File: src/rtl/fft_sequencer_if.sv
`default_nettype none
// ============================================================================
// Module   : fft_sequencer_if
// Purpose  : Sequencer <-> butterfly datapath control bundle.
//            FFT_SEQ_INVERSE_EN adds the inverse / tw_conj pair.
// Revision : 1.0  initial release
// ============================================================================
interface fft_sequencer_if #(
  parameter int LOG2_N = 6
);
  logic              start;
  logic              stall;
  logic              load;
  logic [LOG2_N-1:0] idx_a;
  logic [LOG2_N-1:0] idx_b;
  logic [LOG2_N-2:0] tw_idx;
  logic              we;
  logic [2:0]        stage;
  logic              busy;
  logic              done;
`ifdef FFT_SEQ_INVERSE_EN
  logic              inverse;
  logic              tw_conj;
`endif

  // master = sequencer, slave = datapath / requester side
  modport master (
    input  start,
    input  stall,
`ifdef FFT_SEQ_INVERSE_EN
    input  inverse,
    output tw_conj,
`endif
    output load,
    output idx_a,
    output idx_b,
    output tw_idx,
    output we,
    output stage,
    output busy,
    output done
  );

  modport slave (
    output start,
    output stall,
`ifdef FFT_SEQ_INVERSE_EN
    output inverse,
    input  tw_conj,
`endif
    input  load,
    input  idx_a,
    input  idx_b,
    input  tw_idx,
    input  we,
    input  stage,
    input  busy,
    input  done
  );
endinterface
`default_nettype wire

File: src/rtl/fft_sequencer.sv
`default_nettype none
// ============================================================================
// Module   : fft_sequencer
// Purpose  : Radix-2 DIT butterfly/stage sequencer for an in-place FFT core.
//            Optional macro FFT_SEQ_INVERSE_EN adds inverse -> tw_conj.
// Revision : 1.0  initial release
// ============================================================================
module fft_sequencer #(
  parameter int N_POINTS = 64,
  parameter int LOG2_N   = 6
) (
  input  logic            clk,
  input  logic            rst,
  fft_sequencer_if.master bus
);
  localparam int            KW         = LOG2_N - 1;
  localparam logic [KW-1:0] K_LAST     = KW'(N_POINTS / 2 - 1);
  localparam logic [2:0]    STAGE_LAST = 3'(LOG2_N - 1);
  localparam logic [3:0]    TW_TOP     = 4'(KW);

  typedef enum logic [1:0] {
    S_IDLE = 2'd0,
    S_LOAD = 2'd1,
    S_RUN  = 2'd2,
    S_DONE = 2'd3
  } state_t;

  state_t          state_q, state_d;
  logic [KW-1:0]   k_q, k_d;
  logic [2:0]      stage_q, stage_d;

  logic            run;
  logic [KW-1:0]   mask_k;
  logic [KW-1:0]   lo_k;
  logic [LOG2_N-1:0] k_ext;
  logic [LOG2_N-1:0] half;
  logic [LOG2_N-1:0] idx_a_raw;
  logic [3:0]      sh_a;
  logic [3:0]      sh_tw;
  logic [KW-1:0]   tw_raw;

  // State updates follow the datapath, which captures on the falling edge.
  always_ff @(negedge clk or negedge rst) begin
    if (!rst) begin
      state_q <= S_IDLE;
      k_q     <= '0;
      stage_q <= '0;
    end else begin
      state_q <= state_d;
      k_q     <= k_d;
      stage_q <= stage_d;
    end
  end

  always_comb begin
    state_d = state_q;
    k_d     = k_q;
    stage_d = stage_q;
    case (state_q)
      S_IDLE: begin
        if (bus.start) state_d = S_LOAD;
      end
      S_LOAD: begin
        state_d = S_RUN;
        k_d     = '0;
        stage_d = '0;
      end
      S_RUN: begin
        if (!bus.stall) begin
          if (k_q == K_LAST) begin
            k_d = '0;
            if (stage_q == STAGE_LAST) begin
              state_d = S_DONE;
              stage_d = '0;
            end else begin
              stage_d = stage_q + 3'd1;
            end
          end else begin
            k_d = k_q + KW'(1);
          end
        end
      end
      S_DONE: begin
        state_d = S_IDLE;
      end
      default: begin
        state_d = S_IDLE;
      end
    endcase
  end

  // Butterfly addressing: insert a zero at bit position `stage` of k for the
  // upper wing; the lower wing sets that bit.
  always_comb begin
    k_ext     = {1'b0, k_q};
    half      = LOG2_N'(1) << stage_q;
    mask_k    = ~({KW{1'b1}} << stage_q);
    lo_k      = k_q & mask_k;
    sh_a      = {1'b0, stage_q} + 4'd1;
    idx_a_raw = ((k_ext >> stage_q) << sh_a) | {1'b0, lo_k};
    sh_tw     = TW_TOP - {1'b0, stage_q};
    tw_raw    = lo_k << sh_tw;
  end

  assign run        = (state_q == S_RUN);
  assign bus.load   = (state_q == S_LOAD);
  assign bus.done   = (state_q == S_DONE);
  assign bus.busy   = (state_q == S_LOAD) || run;
  assign bus.we     = run && !bus.stall;
  assign bus.idx_a  = run ? idx_a_raw : '0;
  assign bus.idx_b  = run ? (idx_a_raw | half) : '0;
  assign bus.tw_idx = run ? tw_raw : '0;
  assign bus.stage  = run ? stage_q : '0;

`ifdef FFT_SEQ_INVERSE_EN
  logic tw_conj_q, tw_conj_d;

  // Direction is latched with the accepted start and dropped once RUN ends.
  always_ff @(negedge clk or negedge rst) begin
    if (!rst) begin
      tw_conj_q <= 1'b0;
    end else begin
      tw_conj_q <= tw_conj_d;
    end
  end

  always_comb begin
    tw_conj_d = tw_conj_q;
    if (state_q == S_IDLE && bus.start) begin
      tw_conj_d = bus.inverse;
    end else if (state_d == S_IDLE || state_d == S_DONE) begin
      tw_conj_d = 1'b0;
    end
  end

  assign bus.tw_conj = tw_conj_q;
`endif

endmodule
`default_nettype wire

File: src/flat_wrapper.sv
// flat-port wrapper written by rule: the top's interface ports become plain ports
module fft_sequencer_flat 
#(
  parameter int N_POINTS = 64,
  parameter int LOG2_N   = 6
)
  (clk, rst, bus_start, bus_stall, bus_load, bus_idx_a, bus_idx_b, bus_tw_idx, bus_we, bus_stage, bus_busy, bus_done);
  fft_sequencer_if #(.LOG2_N(LOG2_N)) bus_i ();
  input  logic clk;
  input  logic rst;
  input wire logic [$bits(bus_i.start)-1:0] bus_start;
  input wire logic [$bits(bus_i.stall)-1:0] bus_stall;
  output wire logic [$bits(bus_i.load)-1:0] bus_load;
  output wire logic [$bits(bus_i.idx_a)-1:0] bus_idx_a;
  output wire logic [$bits(bus_i.idx_b)-1:0] bus_idx_b;
  output wire logic [$bits(bus_i.tw_idx)-1:0] bus_tw_idx;
  output wire logic [$bits(bus_i.we)-1:0] bus_we;
  output wire logic [$bits(bus_i.stage)-1:0] bus_stage;
  output wire logic [$bits(bus_i.busy)-1:0] bus_busy;
  output wire logic [$bits(bus_i.done)-1:0] bus_done;
  assign bus_i.start = bus_start;
  assign bus_i.stall = bus_stall;
  assign bus_load = bus_i.load;
  assign bus_idx_a = bus_i.idx_a;
  assign bus_idx_b = bus_i.idx_b;
  assign bus_tw_idx = bus_i.tw_idx;
  assign bus_we = bus_i.we;
  assign bus_stage = bus_i.stage;
  assign bus_busy = bus_i.busy;
  assign bus_done = bus_i.done;
  fft_sequencer #(.N_POINTS(N_POINTS), .LOG2_N(LOG2_N)) u_core (.clk(clk), .rst(rst), .bus(bus_i));
endmodule
File: config.mk
export PLATFORM = sky130hd
export DESIGN_NAME = fft_sequencer_flat
export DESIGN_NICKNAME = d
export VERILOG_FILES = /design/src/rtl/fft_sequencer_if.sv /design/src/rtl/fft_sequencer.sv /design/src/flat_wrapper.sv
export SDC_FILE = /design/constraint.sdc
export NUM_CORES = 1
export LEC_CHECK = 0
export BUFFER_PORTS_ARGS = -buffer_cell sky130_fd_sc_hd__clkbuf_2
export CORE_AREA = 2 2 50 86
export CTS_CLUSTER_DIAMETER = 80
export DETAILED_ROUTE_END_ITERATION = 8
export DIE_AREA = 0 0 52 88
export SYNTH_ARGS = -nofsm -noshare
export SYNTH_HDL_FRONTEND = slang
export SYNTH_SLANG_ARGS = --single-unit
File: constraint.sdc
create_clock -name clk -period 2.9 [get_ports clk]
set_input_delay 0.58 -clock clk [delete_from_list [all_inputs] [get_ports clk]]
set_output_delay 0.58 -clock clk [all_outputs]
set_load 0.01 [all_outputs]
==> flow_summary.ini <==
[setup_path]
slowest_delay_ps = 420
critPathCaptureType = output pin
critPathBufInv = 3
crit_chain = buf_6 -> inv_8 -> ha_4 -> xor2_1 -> o32ai_1 -> a32o_2 -> o31a_1 -> clkbuf_2
rrSetupSlack_ps = 1000
crit_path_start = u_core.stage_q[1]$_DFFE_NN0P_
reg2regPathDepth = 7
critPathSlowestCell = dfrtn_1
rr_endpoint = u_core.state_q[1]$_DFFE_NN0P_
path_delay_family = compound AO/OA/AOI/OAI gates
path_class = flop to output pin
cp-start-kind = flop
cp.arrival_ps = 3510
reg2reg_from = u_core.k_q[1]$_DFFE_NN0P_
worstPathRequired_ps = 2320
cp_max_fo = 6

[cells_and_area]
nNetsFinal = 280
stdcell_count = 307
diodes = 0
area_growth_pct = 93.6
utilization = 0.655
drive_gt1_frac = 0.660
final_cell_mix = buf_4 (56), buf_6 (20), buf_2 (12)
layout_commonest_cell = buf_4

[placement]
placedCellCount = 289
hpwl_um = 3840
io_buffer_count = 27
routabilityCongestion = 0.927

[synth]
synth_area_per_cell_um2 = 8.08
synth_mux_area_frac = 0.0402
synth-simple-area-share = 0.216
synth_fa_ha_area_frac = 0.153
synth_edf_count = 0
syn_area_um2 = 1310
ys_warn_count = 0
syn_inst = 162
synth-xor-area-share = 0.0201
synth_cell_types = 49
synth_top_family_by_area = compound AO/OA/AOI/OAI gates
ys_dominant_reg_cell = dfrtn_1
synthArstFlopShare = 1.00
ys_ff_latch = 10
synth_compound_area_frac = 0.294
yosysSeqAreaShare = 0.191
synth_nets = 182

[route]
drc = 0
dr.pass1.iters = 4
vias_per_cell = 5.31
routedWlPerCell_um = 16.0
ant_nets = 0
finalWirelength_um = 4910
vias = 1631
first_iter_violations = 49

[grt]
antenna_found_initial = 0
grt_usage = 0.232
grt_pass1_vias = 1759
overflow = 0
grt_pass1_wl_um = 7890
grt_max_degree = 12

[cts]
cts-buffers-inserted = 3
cts-hold-fix-buffers = 0
cts.clk_slew.worst_paths_ps = 40
clk_path_buf_depth = 2
cts_num_sinks = 10
cts-root-buf = clkbuf_8
cts_tree = done
cts-htree-levels = 1
insertion_delay_ps = 260

[floorplan]
num_rows = 30
ioPinCount = 28
coreArea_um2 = 3870
start_util = 0.339
die_area_um2 = 4580
die_h_um = 88
fp.dieW_um = 52

[sta]
hold_ws_ps = 603
rsz0062_at_grt = yes
setup_tns_ps = -21490
setup_viol = 24
drv_slew = 0
hold_viol_final = 0
fin_ws_ps = -1190
tightest_slew_ps = 360
skew_ps = 0.382
slew_headroom = 0.758

[job]
drv_cap = 0

[pwr]
power_leakage_nw = 1.15
power_density_nw_per_um2 = 689
power_mw = 1.74
ir_worst_vdd_v = 0.000570

[worst_hold_path]
hold_path_class = flop to flop
worstHoldStart = u_core.k_q[0]$_DFFE_NN0P_
hold_end = u_core.k_q[0]$_DFFE_NN0P_
hold_depth = 2

[run_status]
outcome = finished, violations left
violations = setup timing
[cell usage after synthesis (2+ instances only)]
cell       n  area [um^2]
inv_1      9         33.8
nor2_2     3         18.8
mux2i_1    3         30.0
a31oi_1    2         12.5
nor2b_1    3         18.8
a211oi_1   3         22.5
buf_6      4         45.0
nand2b_1  10         62.6
o21ai_0    6         30.0
and3_1     4         25.0
ha_1      16          200
a21oi_1   15         75.1
o21ai_1    5         25.0
nand2_1   12         45.0
o31ai_1    2         15.0
nor3_1     5         25.0
nand3b_1   2         15.0
dfrtn_1   10          250
a32oi_1    2         17.5
a22o_1     3         26.3
xor2_1     2         17.5
buf_2      3         15.0
nand3_1    3         15.0
nor2_1    10         37.5
[registers in the layout, summed over array words and instances (netlist names)]
name / count
u_core.stage_q: 3
u_core.state_q: 2
u_core.k_q: 5
[per-layer routing]
layer,vias to the layer above,share of wire,GRT usage
li1,786,-,-
met1,796,0.35,0.215
met2,38,0.60,0.482
met3,11,0.023,0.0137
met4,0,0.028,0.103
met5,-,0,0
[metrics by stage]
step           cell area (um^2)  setup WS, ps
5_1_grt                    2530         -1250
4_1_cts                    2360         -1170
3_5_place_dp               2060          -939
2_1_floorplan              1500          -973
3_3_place_gp               2060          -912
6_report                   2530         -1190
[layout make-up]
cell class,instances,area (um^2)
well taps,48,60.1
inverters,11,61.3
repair buffers,101,811
multi-input cells,133,1300
flip-flops and latches,10,250
clock buffers,4,55.1
fillers,333,1330
[kinds of logic after synthesis]
| family | after synthesis |
|---|---|
| mux | 5 |
| xor+xnor | 3 |
| simple gates | 55 |
| flops | 10 |
| buf+inv | 19 |
| compound gates | 54 |
| fa+ha+maj | 16 |
[worst max path at each step]
| stage | to | depth (start not counted) | slack [ps] |
|---|---|---|---|
| 2_1_floorplan | bus_idx_b[3] | 7 | -970 |
| 3_3_place_gp | bus_idx_b[3] | 7 | -910 |
| 3_5_place_dp | bus_idx_b[3] | 8 | -940 |
| 4_1_cts | bus_idx_b[3] | 8 | -1170 |
| 5_1_grt | bus_idx_b[4] | 9 | -1250 |
| 6_report | bus_idx_b[3] | 8 | -1190 |
[what timing repair did]
item / 4_1_cts / 5_1_grt
pin swaps: 18 / 8
hold endpoints to repair: 0 / 0
setup endpoints to repair: 24 / 25
buffers inserted: 11 / 9
gates resized for setup: 41 / 45
[worst register-to-register path: cells and delay by family, from the launching register on]
family                   cells  cell delay, ps
AND/OR/NAND/NOR              2             270
flip-flops                   1             480
buffers and inverters        1             170
AO/OA/AOI/OAI                2             430
adder cells (fa/ha/maj)      2             380
[power by group]
group | internal (mW) | total, mW | leakage (nW) | switching, mW
clock | 0.120 | 0.178 | 0.0288 | 0.0582
sequential | 0.173 | 0.199 | 0.136 | 0.0261
combinational | 0.715 | 1.37 | 0.987 | 0.653
total | 1.01 | 1.74 | 1.15 | 0.738
Note: power is estimated with default switching activity, not from simulation.
